**config.mk**
```make
export PLATFORM = sky130hd
export DESIGN_NAME = serial_adder
export DESIGN_NICKNAME = d
export VERILOG_FILES = /design/src/rtl/serial_adder_pkg.sv /design/src/rtl/fulladder.sv /design/src/rtl/serial_adder.sv
export SDC_FILE = /design/constraint.sdc
export NUM_CORES = 1
export LEC_CHECK = 0
export CELL_PAD_IN_SITES_DETAIL_PLACEMENT = 0
export CELL_PAD_IN_SITES_GLOBAL_PLACEMENT = 1
export CORE_ASPECT_RATIO = 1.5
export CORE_UTILIZATION = 30
export CTS_CLUSTER_DIAMETER = 150
export DETAILED_ROUTE_END_ITERATION = 10
export PLACE_DENSITY = 0.7
export SLEW_MARGIN = 20
export SYNTH_ARGS = -nofsm -noshare
export SYNTH_HDL_FRONTEND = slang
export SYNTH_HIERARCHICAL = 1
export SYNTH_SLANG_ARGS = --single-unit
```
**constraint.sdc**
```tcl
create_clock -name clk_in -period 1.5 [get_ports clk_in]
set_input_delay 0.3 -clock clk_in [delete_from_list [all_inputs] [get_ports clk_in]]
set_output_delay 0.3 -clock clk_in [all_outputs]
set_load 0.005 [all_outputs]
```
**src/rtl/serial_adder_pkg.sv**
```systemverilog
// serial_adder_pkg: FSM state type and default operand width shared by the serial adder.
package serial_adder_pkg;
    typedef enum logic [1:0] {IDLE, SHIFT, DONE} state_t;
    localparam int SA_WIDTH_DEFAULT = 8;
endpackage

```
**src/rtl/fulladder.sv**
```systemverilog
// fulladder: single-bit full adder slice.
module fulladder (
    input  logic a_in,
    input  logic b_in,
    input  logic c_in,
    output logic c_out,
    output logic s_out
);
    assign s_out = a_in ^ b_in ^ c_in;
    assign c_out = (a_in & b_in) | (c_in & (a_in ^ b_in));
endmodule

```
**src/rtl/serial_adder.sv**
```systemverilog
// serial_adder: bit-serial unsigned adder, one bit per cycle through a single full-adder slice.
// Define SERIAL_ADDER_OVF_EN to add the two's-complement overflow output ovf_out.
module serial_adder
    import serial_adder_pkg::*;
#(
    parameter int WIDTH = SA_WIDTH_DEFAULT
) (
    input  logic             clk_in,
    input  logic             rst_in,
    input  logic             start_in,
    input  logic [WIDTH-1:0] a_in,
    input  logic [WIDTH-1:0] b_in,
    input  logic             c_in,
    output logic             busy_out,
    output logic             done_out,
    output logic [WIDTH-1:0] s_out,
`ifdef SERIAL_ADDER_OVF_EN
    output logic             ovf_out,
`endif
    output logic             c_out
);
    localparam int CW = $clog2(WIDTH + 1);

    state_t           state_q, state_d;
    logic [WIDTH-1:0] a_q, a_d, b_q, b_d, sum_q, sum_d, s_q, s_d;
    logic             carry_q, carry_d, co_q, co_d;
    logic [CW-1:0]    cnt_q, cnt_d;
    logic             fa_s, fa_c, last;
`ifdef SERIAL_ADDER_OVF_EN
    logic             ovf_q, ovf_d;
`endif

    fulladder u_fa (
        .a_in (a_q[0]),
        .b_in (b_q[0]),
        .c_in (carry_q),
        .c_out(fa_c),
        .s_out(fa_s)
    );

    assign last = cnt_q == CW'(WIDTH - 1);

    always_comb begin
        state_d = state_q;
        a_d     = a_q;
        b_d     = b_q;
        sum_d   = sum_q;
        s_d     = s_q;
        carry_d = carry_q;
        co_d    = co_q;
        cnt_d   = cnt_q;
`ifdef SERIAL_ADDER_OVF_EN
        ovf_d   = ovf_q;
`endif
        case (state_q)
            IDLE: if (start_in) begin
                a_d     = a_in;
                b_d     = b_in;
                carry_d = c_in;
                cnt_d   = '0;
                state_d = SHIFT;
            end
            SHIFT: begin
                sum_d   = {fa_s, sum_q[WIDTH-1:1]};
                a_d     = a_q >> 1;
                b_d     = b_q >> 1;
                carry_d = fa_c;
                cnt_d   = cnt_q + CW'(1);
                // results are published on the final shift edge so they are valid while done_out is high
                if (last) begin
                    state_d = DONE;
                    s_d     = sum_d;
                    co_d    = fa_c;
`ifdef SERIAL_ADDER_OVF_EN
                    ovf_d   = carry_q ^ fa_c;
`endif
                end
            end
            DONE:    state_d = IDLE;
            default: state_d = IDLE;
        endcase
    end

    always_ff @(posedge clk_in or posedge rst_in) begin
        if (rst_in) begin
            state_q <= IDLE;
            a_q     <= '0;
            b_q     <= '0;
            sum_q   <= '0;
            s_q     <= '0;
            carry_q <= 1'b0;
            co_q    <= 1'b0;
            cnt_q   <= '0;
`ifdef SERIAL_ADDER_OVF_EN
            ovf_q   <= 1'b0;
`endif
        end else begin
            state_q <= state_d;
            a_q     <= a_d;
            b_q     <= b_d;
            sum_q   <= sum_d;
            s_q     <= s_d;
            carry_q <= carry_d;
            co_q    <= co_d;
            cnt_q   <= cnt_d;
`ifdef SERIAL_ADDER_OVF_EN
            ovf_q   <= ovf_d;
`endif
        end
    end

    assign busy_out = state_q == SHIFT;
    assign done_out = state_q == DONE;
    assign s_out    = s_q;
    assign c_out    = co_q;
`ifdef SERIAL_ADDER_OVF_EN
    assign ovf_out  = ovf_q;
`endif
endmodule

```
-- Yosys cells after proc, flatten, opt, wreduce, memory -nomap -nowiden
Cells that the tools add are included.
- bits of input ports: 20
- output and inout port bits: 11
- flip-flop bits (word level): 40
- eq/ne operators: 5
- bitwise logic cells: 5
- reductions and logical operators: 5
- add/subtract/negate cells: 1
- mux-type cells: 11
- operators with widths (operator ; number):
    8-bit case mux with 2 select lines ; 2
    8-bit 2-to-1 mux ; 2
    4-bit case mux with 2 select lines ; 1
    2-bit AND reduction ; 3
    4-bit by 1-bit adder with 4-bit output (second input constant) ; 1
    4-bit by 3-bit equality test with 1-bit output (second input constant) ; 1
    2-bit 2-to-1 mux ; 2
    4-bit 2-to-1 mux ; 1
    2-bit case mux with 2 select lines ; 1
    1-bit bitwise AND ; 2
    2-bit by 1-bit equality test with 1-bit output (second input constant) ; 1
    2-bit equality test (second input constant) ; 1
    2-bit logical NOT ; 1
    2-bit by 1-bit != test with 1-bit output (second input constant) ; 1
    2-bit != test (second input constant) ; 1
    1-bit case mux with 2 select lines ; 1
    2-bit nonzero test ; 1
    1-bit XOR ; 2
    1-bit 2-to-1 mux ; 1
    1-bit bitwise OR ; 1

-- Depth between registers and ports, before layout
Gate-level depths: netlist (run 1).
- depth in word-level cells: 4
- gate-level depth with buffers: 5

-- By module
The synthesis (run 1) kept the hierarchy.
- modules (own cells, without submodules) (module ; times used ; cells an instance ; area an instance (µm²) ; sequential area each (µm²)):
    serial_adder ; 1 ; 150 ; 1639.1 ; 975.9
    fulladder ; 1 ; 1 ; 20.0 ; 0.0

-- Worst setup path before layout (run 1)
No wires, ideal clock.
- path type: register -> register
- start: register state_q[1]
- end: register co_q, in the netlist c_out
- buffers on the path: 1
- data arrival time: 1218 ps
- data required time: 1375 ps
- cell stages (with the launch flop): 6
- period minus slack after synthesis: 1344 ps
- setup slack: 156 ps
- path through: dfrtp_1 -> nand2b_4 -> inv_4 -> and3_4 -> buf_12 -> mux2_4
- word-level cells in the longest chain between the ends: 2
- ends and longest elaborated chain (what ; RTL line ; source):
    start, declared ; serial_adder.sv:24 ; state_t state_q, state_d;
    start signal, assigned ; serial_adder.sv:98 ; state_q <= state_d;
    2-bit by 1-bit equality test with 1-bit output ; serial_adder.sv:55 ; case (state_q)
    2-bit AND reduction (no source line) ; -- ;
    end signal, assigned ; serial_adder.sv:104 ; co_q <= co_d;
    end, declared ; serial_adder.sv:26 ; logic carry_q, carry_d, co_q, co_d;
Every way passes these cells.
A chain may end at the register's enable or synchronous reset.

-- Final worst setup path (run 1)
- start: register state_q[0]
- end: output port busy_out
- word-level cells in the longest chain between the ends: 1
- ends and longest elaborated chain (what ; RTL line ; source):
    2-bit by 1-bit equality test with 1-bit output ; serial_adder.sv:112 ; assign busy_out = state_q == SHIFT;
    end, declared ; serial_adder.sv:14 ; output logic busy_out,
Every way passes these cells.

==> key figures, run 1 <==
Synthesis
  – Seq/Total Area, Yosys: 0.588
  – Mapped Cells: 151
  – Syn Nets: 173
  – Warnings from Yosys: 6
  – Unique masters post-synth: 22
  – Post-Syn Area: 0.00166 mm^2
  – Flops & latches, synth: 39
  – Synth Area per Inst: 11.0 um^2

Setup path
  – CP top delay family: flip-flops
  – FF-to-FF Start: state_q[0]$_DFFE_PP0P_
  – Worst Setup End Kind: output port
  – WP depth: 4
  – CP Cell Sequence: buf_6 -> nand2b_4 -> inv_4 -> clkdlybuf4s15_1
  – Crit-path max FO: 4
  – Buffers & Inverters on Critical Path: 3
  – Critical Path RT: 1200 ps
  – CP Launch Type: flip-flop
  – R2r worst-path depth: 5
  – CP arrival: 1150 ps
  – CP Class: flip-flop to output port
  – Max stage delay on crit path: 420 ps
  – Worst R2R Setup Slack: 130 ps
  – CP max stage cell: dfrtp_2
  – R2r endpoint: s_out[1]$_DFFE_PP0P_

Clock tree
  – Maximum buffer depth of the clock tree: 2
  – Num CTS Buffers: 5
  – Clk pin slew, worst setup/hold paths: 80 ps
  – Num Clock Sinks: 39
  – CTS root buf: clkbuf_8
  – CTS tree: done
  – Skew-Pair Late Insertion Delay: 290 ps
  – H-tree depth: 2
  – Post-CTS Hold Buffers: 0

Placed design
  – Placed Area: 0.00209 mm^2
  – IO buf count: 30
  – DP HPWL: 2330 um
  – Routability Congestion: 0.763
  – Placed insts: 250

Global routing
  – Largest net degree at the start of global routing: 40
  – First-pass GRT wire length: 5820 um
  – Initial antenna violation count: 0
  – All-Layer GR Usage: 0.131
  – Vias in the first global route: 1269
  – Total overflow reported by the global router: 0

Drt
  – Initial DRC count: 26
  – Drt wl/cell: 12.5 um
  – DRT Wirelength: 3290 um
  – Vias post-DR: 1234
  – Initial DRT Pass Iterations: 4
  – DR vias/cell: 4.69
  – DRC errors left: 0
  – Routed Antenna Nets: 0

Min path
  – Hold/Removal Path Class: input port to asynchronous set/reset pin

Cells and area
  – Final Instance Count excl. Fillers: 263
  – Finished Cell Area: 0.00224 mm^2
  – Share of cells above drive strength 1: 0.190
  – Nets@finish: 216
  – ANT cells: 0
  – Layout area overhead: 35.3%
  – Final Util: 0.428

Timing
  – Fin. Hold Viols: 0
  – Period utilization: 0.968
  – Slew margin rel.: 0.841
  – Fin. max-slew vios: 0
  – Minimum clock period: 1450 ps
  – Max Clock Skew: 8.11 ps
  – # setup viols final: 0
  – Highest Clock Rate: 689 MHz
  – Slew of the pin with the lowest slew margin: 237 ps

Pwr
  – Psw: 1.42 mW
  – Clk pwr share: 0.198
  – Sw frac: 0.325
  – Leak: 1.09 nW
  – Cell Pwr Density: 1940 mW/mm^2
  – Maximum vdd drop: 0.621 mV
  – Comb power frac: 0.394
  – Int Pwr: 2.95 mW
  – Flop pwr share: 0.408

Die
  – Core Area: 0.00525 mm^2
  – Initial Utilization: 0.316
  – Site row count: 32
  – Die Wd: 62.7 um
  – Die area: 0.00584 mm^2
  – Die H: 93.1 um
  – Top-level I/O count: 31

Flow run
  – Max-cap violations: 0

Status
  – Outcome: completed
[power groups by stage]
stage	registers [mW]	logic, mW	clock network [mW]
3_5_place_dp	1.82	1.65	0
6_report	1.78	1.72	0.864
4_1_cts	1.79	1.70	0.892
5_1_grt	1.84	1.95	0.941
3_3_place_gp	1.80	1.59	0
2_1_floorplan	1.76	1.04	0
[through the flow]
| step | hold WS [ps] | setup TNS [ps] | power, mW | setup slack (ps) |
|---|---|---|---|---|
| floorplan | 417 | 0 | 2.80 | 156 |
| global placement | 458 | 0 | 3.39 | 23.0 |
| detailed placement | 464 | -182 | 3.47 | -40.8 |
| CTS | 370 | 0 | 4.38 | 28.0 |
| global route | 395 | -3.29 | 4.73 | -3.29 |
| finish | 364 | 0 | 4.37 | 48.4 |
[placed cells by master, fill, tap and decap left out, drive strengths merged]
master / count
clkdlybuf4s50: 27
inv: 3
a21oi: 4
dlygate4sd2: 1
nor3b: 1
bufinv: 1
nand2: 58
mux2: 9
o21bai: 1
o21ai: 4
dfrtp: 39
and3: 1
clkdlybuf4s15: 1
buf: 13
nand2b: 2
nor2b: 2
or2: 1
ha: 1
nand4: 1
a22oi: 15
fa: 1
dlymetal6s2s: 1
clkinv: 2
mux2i: 1
clkbuf: 5
[cell type report]
type	instances	area (um^2)
Clock buffer	5	68.8
Clock inverter	3	43.8
Fill cell	503	3000
Sequential cell	39	977
Timing Repair Buffer	43	428
Inverter	3	13.8
Multi-Input combinational cell	102	628
Tap cell	68	85.1
[state kept, by name, summed over array words and instances (netlist names)]
register	flops
sum_q	7
b_q	8
a_q	8
s_out	8
carry_q	1
cnt_q	4
state_q	2
c_out	1
[worst register-to-register path, stage by stage, from the launching register on]
cell      delay, ps
dfrtp_2         380
buf_6           120
nand2b_4         60
inv_4            70
and3_4          310
mux2_4          320
[timing repair]
item,4_1_cts,5_1_grt
setup buffers,2,3
setup endpoints to repair,2,4
gates resized for setup,5,1
pin swaps,0,0
[cell families after synthesis]
group	after synthesis	share of synthesized area
fa+ha+maj	2	0.0196
mux	10	0.0875
compound gates	24	0.0988
flops	39	0.588
simple gates	66	0.170
buf+inv	10	0.0362
[synthesized netlist by cell type, drive strengths merged]
master  number  share of area
nand4        1         0.0038
o21bai       1         0.0068
dfrtp       39           0.59
a21oi        4          0.012
nor2b        2         0.0075
and3         1         0.0068
mux2         9          0.081
buf          4          0.021
inv          3         0.0083
nand2b       2          0.012
ha           1         0.0075
clkbuf       3         0.0068
mux2i        1         0.0060
nor3b        1         0.0045
fa           1          0.012
or2          1         0.0038
nand2       58           0.13
o21ai        4          0.012
a22oi       15          0.068
[metal layers]
layer	up-vias	share of wire	global-route usage
li1	585	-	-
met2	26	0.50	0.228
met1	616	0.44	0.144
met3	7	0.036	0.0378
met5	-	0	0
met4	0	0.022	0.0640
[worst max path at each step]
stage | endpoint | startpoint | slack [ps]
floorplan | c_out$_DFFE_PP0P_ | state_q[1]$_DFFE_PP0P_ | 160
global placement | a_q[7]$_DFFE_PP0P_ | start_in | 20
detailed placement | cnt_q[1]$_DFFE_PP0P_ | start_in | -40
CTS | c_out | c_out$_DFFE_PP0P_ | 30
global route | s_out[3] | s_out[3]$_DFFE_PP0P_ | -3
finish | busy_out | state_q[0]$_DFFE_PP0P_ | 50
No activity file was read; power rests on OpenSTA's default activity.
==> inputs of run 2 (changes only) <==
--- a/config.mk
+++ b/config.mk
@@ -9,7 +9,7 @@
 export CELL_PAD_IN_SITES_GLOBAL_PLACEMENT = 1
 export CORE_ASPECT_RATIO = 1.5
 export CORE_UTILIZATION = 30
-export CTS_CLUSTER_DIAMETER = 150
+export CTS_CLUSTER_DIAMETER = 50
 export DETAILED_ROUTE_END_ITERATION = 10
 export PLACE_DENSITY = 0.7
 export SLEW_MARGIN = 20
==> results of run 2 <==
Final layout, timing and power as in run 1 (identical DEF).
